==> src/rtl/mem_arb_pkg.sv <==
// Shared encodings for the memory arbiter: FSM states, owner identity and the
// read value returned when an access is aborted by timeout.
package mem_arb_pkg;

    typedef enum logic {
        IDLE   = 1'b0,
        ACCESS = 1'b1
    } state_t;

    typedef enum logic {
        OWN_IF = 1'b0,
        OWN_D  = 1'b1
    } owner_t;

    localparam logic [31:0] ABORT_RDATA = 32'h0000_0000;

endpackage

==> src/rtl/mem_arbiter_if.sv <==
// Bundle of fetch-port, data-port and memory-side signals seen by the arbiter.
// The slave modport is the arbiter's view; master is the client/memory side.
interface mem_arbiter_if;

    logic        if_req;
    logic [31:0] if_addr;
    logic        if_gnt;
    logic        if_done;
    logic [31:0] if_rdata;

    logic        d_req;
    logic        d_we;
    logic [31:0] d_addr;
    logic [31:0] d_wdata;
    logic        d_gnt;
    logic        d_done;
    logic [31:0] d_rdata;

    logic        mem_req;
    logic        mem_write;
    logic [31:0] m_addr;
    logic [31:0] m_w_data;
    logic [31:0] m_r_data;
    logic        mem_ready;
    logic        arb_err;

    modport slave (
        input  if_req, if_addr, d_req, d_we, d_addr, d_wdata, m_r_data, mem_ready,
        output if_gnt, if_done, if_rdata, d_gnt, d_done, d_rdata,
               mem_req, mem_write, m_addr, m_w_data, arb_err
    );

    modport master (
        output if_req, if_addr, d_req, d_we, d_addr, d_wdata, m_r_data, mem_ready,
        input  if_gnt, if_done, if_rdata, d_gnt, d_done, d_rdata,
               mem_req, mem_write, m_addr, m_w_data, arb_err
    );

endinterface

==> src/rtl/mem_arb_timer.sv <==
// Access-cycle counter: cleared when an access starts, counts stalled cycles and
// flags expiry in the TIMEOUT-th stalled cycle. TIMEOUT of 0 never expires.
module mem_arb_timer #(
    parameter int TIMEOUT = 16
) (
    input  logic clk,
    input  logic rst,
    input  logic i_clear,
    input  logic i_enable,
    output logic o_expired
);

    localparam int            W    = (TIMEOUT > 1) ? $clog2(TIMEOUT) : 1;
    localparam logic [W-1:0]  LAST = (TIMEOUT > 0) ? W'(TIMEOUT - 1) : '0;

    logic [W-1:0] r_count;

    // Saturates at LAST so a disabled timeout never wraps into a false expiry.
    always_ff @(posedge clk) begin
        if (!rst) begin
            r_count <= '0;
        end else if (i_clear) begin
            r_count <= '0;
        end else if (i_enable && (r_count != LAST)) begin
            r_count <= r_count + 1'b1;
        end
    end

    assign o_expired = (TIMEOUT > 0) && i_enable && (r_count == LAST);

endmodule

==> src/rtl/mem_arbiter.sv <==
// Two-port (fetch/data) single-memory arbiter with optional timeout abort.
// Define MEM_ARB_RR_EN for round-robin arbitration; default is data-over-fetch priority.
module mem_arbiter
    import mem_arb_pkg::*;
#(
    parameter int TIMEOUT = 16
) (
    input logic          clk,
    input logic          rst,
    mem_arbiter_if.slave arb
);

    state_t      r_state,   w_nextState;
    owner_t      r_owner,   w_owner;
    logic [31:0] r_addr,    w_addr;
    logic [31:0] r_wdata,   w_wdata;
    logic [31:0] r_ifRdata, w_ifRdata;
    logic [31:0] r_dRdata,  w_dRdata;
    logic        r_we,      w_we;
    logic        r_ifGnt,   w_ifGnt;
    logic        r_dGnt,    w_dGnt;
    logic        r_ifDone,  w_ifDone;
    logic        r_dDone,   w_dDone;
    logic        r_err,     w_err;

    logic        w_pickD;
    logic        w_timerClr;
    logic        w_timerEn;
    logic        w_expired;

`ifdef MEM_ARB_RR_EN
    logic r_favourD;

    assign w_pickD = arb.d_req && (!arb.if_req || r_favourD);

    // After any grant, the other requester is favoured on the next contention.
    always_ff @(posedge clk) begin
        if (!rst) begin
            r_favourD <= 1'b1;
        end else if (w_timerClr) begin
            r_favourD <= !w_pickD;
        end
    end
`else
    assign w_pickD = arb.d_req;
`endif

    assign w_timerClr = (r_state == IDLE) && (arb.if_req || arb.d_req);
    assign w_timerEn  = (r_state == ACCESS) && !arb.mem_ready;

    mem_arb_timer #(.TIMEOUT(TIMEOUT)) u_timer (
        .clk       (clk),
        .rst       (rst),
        .i_clear   (w_timerClr),
        .i_enable  (w_timerEn),
        .o_expired (w_expired)
    );

    always_comb begin
        w_nextState = r_state;
        w_owner     = r_owner;
        w_addr      = r_addr;
        w_wdata     = r_wdata;
        w_we        = r_we;
        w_ifRdata   = r_ifRdata;
        w_dRdata    = r_dRdata;
        w_ifGnt     = 1'b0;
        w_dGnt      = 1'b0;
        w_ifDone    = 1'b0;
        w_dDone     = 1'b0;
        w_err       = 1'b0;
        case (r_state)
            IDLE: begin
                if (w_timerClr) begin
                    w_nextState = ACCESS;
                    if (w_pickD) begin
                        w_owner = OWN_D;
                        w_addr  = arb.d_addr;
                        w_we    = arb.d_we;
                        w_wdata = arb.d_wdata;
                        w_dGnt  = 1'b1;
                    end else begin
                        w_owner = OWN_IF;
                        w_addr  = arb.if_addr;
                        w_we    = 1'b0;
                        w_wdata = '0;
                        w_ifGnt = 1'b1;
                    end
                end
            end
            ACCESS: begin
                // w_expired is gated by !mem_ready, so a same-cycle ready wins.
                if (arb.mem_ready || w_expired) begin
                    w_nextState = IDLE;
                    w_err       = !arb.mem_ready;
                    if (r_owner == OWN_D) begin
                        w_dDone = 1'b1;
                        if (!arb.mem_ready) begin
                            w_dRdata = ABORT_RDATA;
                        end else if (!r_we) begin
                            w_dRdata = arb.m_r_data;
                        end
                    end else begin
                        w_ifDone  = 1'b1;
                        w_ifRdata = arb.mem_ready ? arb.m_r_data : ABORT_RDATA;
                    end
                end
            end
            default: w_nextState = IDLE;
        endcase
    end

    always_ff @(posedge clk) begin
        if (!rst) begin
            r_state   <= IDLE;
            r_owner   <= OWN_IF;
            r_addr    <= '0;
            r_wdata   <= '0;
            r_we      <= 1'b0;
            r_ifRdata <= '0;
            r_dRdata  <= '0;
            r_ifGnt   <= 1'b0;
            r_dGnt    <= 1'b0;
            r_ifDone  <= 1'b0;
            r_dDone   <= 1'b0;
            r_err     <= 1'b0;
        end else begin
            r_state   <= w_nextState;
            r_owner   <= w_owner;
            r_addr    <= w_addr;
            r_wdata   <= w_wdata;
            r_we      <= w_we;
            r_ifRdata <= w_ifRdata;
            r_dRdata  <= w_dRdata;
            r_ifGnt   <= w_ifGnt;
            r_dGnt    <= w_dGnt;
            r_ifDone  <= w_ifDone;
            r_dDone   <= w_dDone;
            r_err     <= w_err;
        end
    end

    assign arb.if_gnt    = r_ifGnt;
    assign arb.d_gnt     = r_dGnt;
    assign arb.if_done   = r_ifDone;
    assign arb.d_done    = r_dDone;
    assign arb.if_rdata  = r_ifRdata;
    assign arb.d_rdata   = r_dRdata;
    assign arb.arb_err   = r_err;
    assign arb.mem_req   = (r_state == ACCESS);
    assign arb.mem_write = (r_state == ACCESS) && r_we;
    assign arb.m_addr    = r_addr;
    assign arb.m_w_data  = r_wdata;

endmodule
==> src/flat_wrapper.sv <==
// flat-port wrapper written by rule: the top's interface ports become plain ports
module mem_arbiter_flat import mem_arb_pkg::*;
#(
    parameter int TIMEOUT = 16
)
  (clk, rst, arb_if_req, arb_if_addr, arb_d_req, arb_d_we, arb_d_addr, arb_d_wdata, arb_m_r_data, arb_mem_ready, arb_if_gnt, arb_if_done, arb_if_rdata, arb_d_gnt, arb_d_done, arb_d_rdata, arb_mem_req, arb_mem_write, arb_m_addr, arb_m_w_data, arb_arb_err);
  mem_arbiter_if arb_i ();
  input logic clk;
  input logic rst;
  input wire logic [$bits(arb_i.if_req)-1:0] arb_if_req;
  input wire logic [$bits(arb_i.if_addr)-1:0] arb_if_addr;
  input wire logic [$bits(arb_i.d_req)-1:0] arb_d_req;
  input wire logic [$bits(arb_i.d_we)-1:0] arb_d_we;
  input wire logic [$bits(arb_i.d_addr)-1:0] arb_d_addr;
  input wire logic [$bits(arb_i.d_wdata)-1:0] arb_d_wdata;
  input wire logic [$bits(arb_i.m_r_data)-1:0] arb_m_r_data;
  input wire logic [$bits(arb_i.mem_ready)-1:0] arb_mem_ready;
  output wire logic [$bits(arb_i.if_gnt)-1:0] arb_if_gnt;
  output wire logic [$bits(arb_i.if_done)-1:0] arb_if_done;
  output wire logic [$bits(arb_i.if_rdata)-1:0] arb_if_rdata;
  output wire logic [$bits(arb_i.d_gnt)-1:0] arb_d_gnt;
  output wire logic [$bits(arb_i.d_done)-1:0] arb_d_done;
  output wire logic [$bits(arb_i.d_rdata)-1:0] arb_d_rdata;
  output wire logic [$bits(arb_i.mem_req)-1:0] arb_mem_req;
  output wire logic [$bits(arb_i.mem_write)-1:0] arb_mem_write;
  output wire logic [$bits(arb_i.m_addr)-1:0] arb_m_addr;
  output wire logic [$bits(arb_i.m_w_data)-1:0] arb_m_w_data;
  output wire logic [$bits(arb_i.arb_err)-1:0] arb_arb_err;
  assign arb_i.if_req = arb_if_req;
  assign arb_i.if_addr = arb_if_addr;
  assign arb_i.d_req = arb_d_req;
  assign arb_i.d_we = arb_d_we;
  assign arb_i.d_addr = arb_d_addr;
  assign arb_i.d_wdata = arb_d_wdata;
  assign arb_i.m_r_data = arb_m_r_data;
  assign arb_i.mem_ready = arb_mem_ready;
  assign arb_if_gnt = arb_i.if_gnt;
  assign arb_if_done = arb_i.if_done;
  assign arb_if_rdata = arb_i.if_rdata;
  assign arb_d_gnt = arb_i.d_gnt;
  assign arb_d_done = arb_i.d_done;
  assign arb_d_rdata = arb_i.d_rdata;
  assign arb_mem_req = arb_i.mem_req;
  assign arb_mem_write = arb_i.mem_write;
  assign arb_m_addr = arb_i.m_addr;
  assign arb_m_w_data = arb_i.m_w_data;
  assign arb_arb_err = arb_i.arb_err;
  mem_arbiter #(.TIMEOUT(TIMEOUT)) u_core (.clk(clk), .rst(rst), .arb(arb_i));
endmodule
==> config.mk <==
export PLATFORM = sky130hd
export DESIGN_NAME = mem_arbiter_flat
export DESIGN_NICKNAME = d
export VERILOG_FILES = /design/src/rtl/mem_arb_pkg.sv /design/src/rtl/mem_arbiter_if.sv /design/src/rtl/mem_arb_timer.sv /design/src/rtl/mem_arbiter.sv /design/src/flat_wrapper.sv
export SDC_FILE = /design/constraint.sdc
export NUM_CORES = 1
export LEC_CHECK = 0
export CAP_MARGIN = 40
export CORE_MARGIN = 3
export CORE_UTILIZATION = 45
export CTS_CLUSTER_DIAMETER = 150
export DETAILED_ROUTE_END_ITERATION = 10
export MAX_ROUTING_LAYER = met4
export PLACE_DENSITY = 0.93
export SYNTH_ARGS = -nofsm -noshare
export SYNTH_HDL_FRONTEND = slang
export SYNTH_HIERARCHICAL = 1
export SYNTH_SLANG_ARGS = --single-unit
export TNS_END_PERCENT = 5
==> constraint.sdc <==
create_clock -name clk -period 5 [get_ports clk]
set_input_delay 1 -clock clk [delete_from_list [all_inputs] [get_ports clk]]
set_output_delay 1 -clock clk [all_outputs]
set_load 0.01 [all_outputs]
# Word level (Yosys, flattened, before mapping)
# Index checks and enable logic that the tools add are counted.
classes:
  add_sub_neg: 1
  n_eq_ne: 3
  mux: 13
  bitwise_logic: 4
  reduce_logical: 14
ops:
  columns: ["cell", "n"]
  rows:
  - ["$mux 32", 5]
  - ["$mux 1", 7]
  - ["$reduce_and 3->1", 2]
  - ["$logic_and 1x1->1", 5]
  - ["$add 4x1->4 const B", 1]
  - ["$eq 4x4->1 const B", 1]
  - ["$ne 4x4->1 const B", 1]
  - ["$not 1->1", 4]
  - ["$reduce_and 4->1", 1]
  - ["$reduce_or 3->1", 1]
  - ["$logic_or 1x1->1", 2]
  - ["$ne 2x2->1 const B", 1]
  - ["$pmux 1 s2", 1]
  - ["$reduce_and 2->1", 1]
  - ["$reduce_or 2->1", 1]
  - ["$logic_not 1->1", 1]
totals:
  ff_bits: 140
  input_bits: 134
  output_inout_bits: 135
  wordCells: 48

# Logic depth before layout (Yosys ltp)
depth:
  ltp_word: 6
  ltp_mapped: 7

# Hierarchy
# Netlist, hierarchy kept.
modules_own_cells:
  columns: ["module", "n_inst", "cells_per_inst", "area_per_inst_um2"]
  rows:
  - ["mem_arbiter", 1, 606, 5760.5]
  - ["mem_arb_timer", 1, 22, 201.4]

# Worst setup path after synthesis
# OpenSTA, ideal clock, no wires.
synth_timing:
  kind: "input-to-reg"
  startpoint: "input port arb_mem_ready"
  endpoint: "register u_core.r_dRdata[10], in the netlist u_core/arb.d_rdata[10]"
  setup_ns: 0.072
  arrival_time_ns: 2.274
  slack_ns: 2.654
  path_stages: 6
  path_cell_list: "nor2b_1 and4_2 nand2b_1 a21oi_2 buf_4 mux2i_1"
synth_between:
  elab_chain_len: 5
  word_cells_on_any_way: 7
  classes_between: "eq/ne (1); mux (1); reduce/logical (5)"
synth_lines:
  columns: ["item", "line", "source"]
  rows:
  - ["start, declared", "flat_wrapper.sv:17", "input wire logic [$bits(arb_i.mem_ready)-1:0] arb_mem_ready;"]
  - ["$logic_not 1->1", "mem_arbiter.sv:49", "assign w_timerEn = (r_state == ACCESS) && !arb.mem_ready;"]
  - ["$logic_and 1x1->1", "mem_arbiter.sv:49", null]
  - ["$logic_and 1x1->1", "mem_arb_timer.sv:29", "assign o_expired = (TIMEOUT > 0) && i_enable && (r_count == LAST);"]
  - ["named net u_core.w_expired", "mem_arbiter.sv:29", "logic w_expired;"]
  - ["$logic_or 1x1->1", "mem_arbiter.sv:93", "if (arb.mem_ready || w_expired) begin"]
  - ["$reduce_and 4->1 (no line)", null, null]
  - ["end signal, assigned", "mem_arbiter.sv:134", "r_dRdata <= w_dRdata;"]
  - ["end, declared", "mem_arbiter.sv:18", "logic [31:0] r_dRdata, w_dRdata;"]
# The timed path passes the listed nets, and every way through them passes these cells.
# A chain may end at the register's enable or synchronous reset.

# Worst setup path after layout
layout_timing:
  startpoint: "register u_core.r_state, in the netlist u_core/arb.mem_req"
  endpoint: "output port arb_mem_write"
layout_between:
  elab_chain_len: 1
layout_lines:
  columns: ["item", "line", "source"]
  rows:
  - ["start, declared", "mem_arbiter.sv:13", "state_t r_state, w_nextState;"]
  - ["start signal, assigned", "mem_arbiter.sv:128", "r_state <= w_nextState;"]
  - ["$logic_and 1x1->1", "mem_arbiter.sv:151", "assign arb.mem_write = (r_state == ACCESS) && r_we;"]
  - ["end, declared", "flat_wrapper.sv:25", "output wire logic [$bits(arb_i.mem_write)-1:0] arb_mem_write;"]
# No other way between the ends.

==> results.rst <==
.. list-table::
   :header-rows: 1

   * - Metric
     - Value
   * - Status
     - complete, no violations
   * - Setup TNS
     - 0 ps
   * - Combined area of all synthesized cells
     - 5962 um^2
   * - Post-cts resize count
     - 0
   * - Required time of the critical path
     - 4000 ps
   * - Total core area
     - 12770 um^2
   * - H-Tree Depth
     - 4
   * - Quantity of hold-fixing buffers added after cts
     - 0
   * - Kind of critical path
     - register to output pin
   * - Share of final-layout standard cells stronger than drive strength 1
     - 5.815%
   * - Area share of fa/ha/maj cells after synthesis
     - 0.2099%
   * - CP Capture Type
     - output pin
   * - Num ports
     - 269
   * - Total congestion overflow
     - 0
   * - Starting density of the core
     - 46.67%
   * - Die footprint
     - 14670 um^2
   * - Simple-gate area share of the yosys netlist
     - 18.89%
   * - Largest voltage drop on the vdd net
     - 0.2268 mV
   * - Initial detailed-routing violation count
     - 570
   * - HPWL Detailed
     - 12.47 mm
   * - Post-synth EDFFs
     - 0
   * - Sequential-to-total area share from yosys stat
     - 47.01%
   * - Mean routed wirelength per cell
     - 17.10 um
   * - Power per cell area
     - 331.0 nW/um^2
   * - Register bit count reported by yosys
     - 140
   * - Number of global-route vias before repair
     - 5507
   * - Relative slew slack
     - 41.17%
   * - Distinct cell type count of the synthesized netlist
     - 36
   * - Type of the worst min-delay path
     - register to register
   * - CTS tree
     - done
   * - Library cell occupying the most area in the post-synthesis netlist
     - dfxtp_1
   * - Most instantiated library cell after synthesis
     - dfxtp_1
   * - Max Cap Viol
     - 0
   * - Fraction of synthesis flops using an asynchronous set or reset pin
     - 0%
   * - Final critical-path share of the clock period
     - 57.10%
   * - Cell area after placement
     - 8665 um^2
   * - Synth Flop Type
     - dfxtp_1
   * - Least-Margin Pin Slew
     - 882.4 ps
   * - Clock latency at the later pin of the worst-skew pair
     - 420 ps
   * - Crit-path max FO
     - 37
   * - Clock Tree Buf Depth
     - 2
   * - Post-CTS Setup Bufs
     - 0
   * - Clk sinks
     - 140
   * - Share of cell area taken by muxes after synthesis
     - 10.75%
   * - Main combinational cell family by area after synthesis
     - simple AND/OR/NAND/NOR gates
   * - Minimum clock period
     - 2855 ps
   * - Commonest cells in the netlist
     - dfxtp_1 (140), nand2_1 (100), nand3_1 (65)
   * - Cell count after synthesis
     - 628
   * - Cell at the root of the clock tree
     - clkbuf_16
   * - Setup repair after global routing missed its margin
     - false
   * - Final Net Count
     - 999
   * - Final hold viol count
     - 0
   * - # rows
     - 41
   * - Net count after synthesis
     - 763
   * - Number of nets with antenna violations after detailed routing
     - 0
   * - Residual DRC
     - 0
   * - Proportion of netlist area held by the largest area contributor
     - 47.01%
   * - Standby leakage power
     - 3.628 nW
   * - Max-slew violation count
     - 0
   * - Via count
     - 5683
   * - Quantity of I/O buffers inserted on ports
     - 268
   * - Synthesized area per cell
     - 9.494 um^2
   * - GRT Util Overall
     - 25.07%
   * - Achievable clock frequency
     - 350.3 MHz
   * - Compound-Gate Fraction of Synth Area
     - 17.50%
   * - Post-Route Skew
     - 11.95 ps
   * - Wire length of the first global-routing pass
     - 28.19 mm
   * - First-pass iteration count of the detailed router
     - 5
   * - Area of all placed cells without fillers
     - 9335 um^2
   * - Yosys synthesis warning count
     - 6
   * - Final count of negative-setup-slack endpoints
     - 0
   * - Drt total wl
     - 17.97 mm
   * - Number of antenna violations at the first check in global routing
     - 2
   * - CP Data Arrival Time
     - 1850 ps
   * - Post-Synth XOR/XNOR Area
     - 0%
   * - Area growth from synthesis to layout
     - 56.58%
   * - Die Y-Extent
     - 121.1 um
   * - Total CTS buffers
     - 17
   * - Startpoint kind of the worst setup timing path
     - register
   * - Leading post-synthesis cells by cell area
     - dfxtp_1 (47%), mux2i_1 (11%), a21boi_1 (7.9%)
   * - Clock-pin slew on the worst setup and hold paths
     - 50 ps
   * - Global placement routability congestion
     - 0.7970
   * - Die boundary width
     - 121.1 um
   * - Largest net degree at the start of global routing
     - 82
   * - Average vias per placed instance
     - 5.407
## power by group
part,internal (mW),switching [mW]
combinational,0.264,0.212
sequential,1.17,0.0299
clock,0.948,0.464
## worst paths after layout
kind	startpoint	to	slack, ps	cells past startpoint
max	u_core/arb.mem_req	arb_mem_write	2150	3
min	u_core/arb.m_w_data[31]	u_core/arb.m_w_data[31]	440	2
max reg2reg	u_core/arb.mem_req	u_core/arb.d_rdata[1]	2490	6
min reg2reg	u_core/arb.m_w_data[31]	u_core/arb.m_w_data[31]	440	2
## through the flow
stage | total power [mW] | utilization, % | cells | setup slack [ps] | hold slack [ps]
finish | 3.090 | 73.08 | 1051 | 2145 | 444.6
global route | 3.203 | 73.08 | 1051 | 2045 | 461.1
CTS | 3.110 | 73.04 | 1049 | 2122 | 448.7
detailed placement | 1.696 | 67.83 | 1017 | 1758 | 441.0
global placement | 1.680 | 67.26 | 1013 | 1892 | 436.4
floorplan | 1.442 | - | 628 | 2654 | 434.1
## worst max-delay path, stage by stage (launching register included)
cell and delay [ps]:
dfxtp_1 330, buf_4 370, and2_1 200, clkdlybuf4s50_1 530
## cell families (layout without fill, tap and decap cells)
family	after synthesis	in the layout
mux	64	64
simple gates	218	218
fa+ha+maj	1	1
other cells	0	2
compound gates	139	139
flops	140	140
buf+inv	66	315
## cells in the final DEF, fill, tap and decap left out, types with 4 or more instances in the layout
master	netlist	final
mux2i_1	64	64
o21ai_0	32	32
bufinv_16	0	6
nand4b_1	32	32
a21boi_1	63	63
dfxtp_1	140	140
nand2b_1	4	4
buf_4	6	9
nand3_1	65	65
clkdlybuf4s50_1	0	265
clkbuf_16	0	17
nand2_1	100	100
o211a_1	32	32
## per-layer routing
layer | GRT usage (%) | share of wire, % | wire length [um]
met1 | 29.15 | 39 | 7008
met2 | 40.60 | 51 | 9129
met3 | 6.807 | 7.0 | 1262
met4 | 11.26 | 3.2 | 571
met5 | - | 0 | 0
## state kept, by name (all words and copies together), names as in the netlist
name and cells:
u_core/arb.if_rdata 32, u_core/arb.m_addr 32, u_core/arb.d_rdata 32, u_core/arb.m_w_data 32, u_core/u_timer/r_count 4, u_core/arb.d_gnt 1
u_core/arb.arb_err 1, u_core/arb.mem_req 1, u_core/arb.if_done 1, u_core/r_owner 1, u_core/r_we 1, u_core/arb.d_done 1
u_core/arb.if_gnt 1
## final cells by class
class | count | area (um^2)
antenna | 2 | 5.005
clock buffer | 21 | 450.4
clock inverter | 11 | 215.2
fill | 902 | 3438
inverter | 3 | 11.26
multi-input combinational | 422 | 2833
sequential | 140 | 2803
tap | 172 | 215.2
timing repair buffer | 280 | 2803
(Power assumes the default switching activity.)
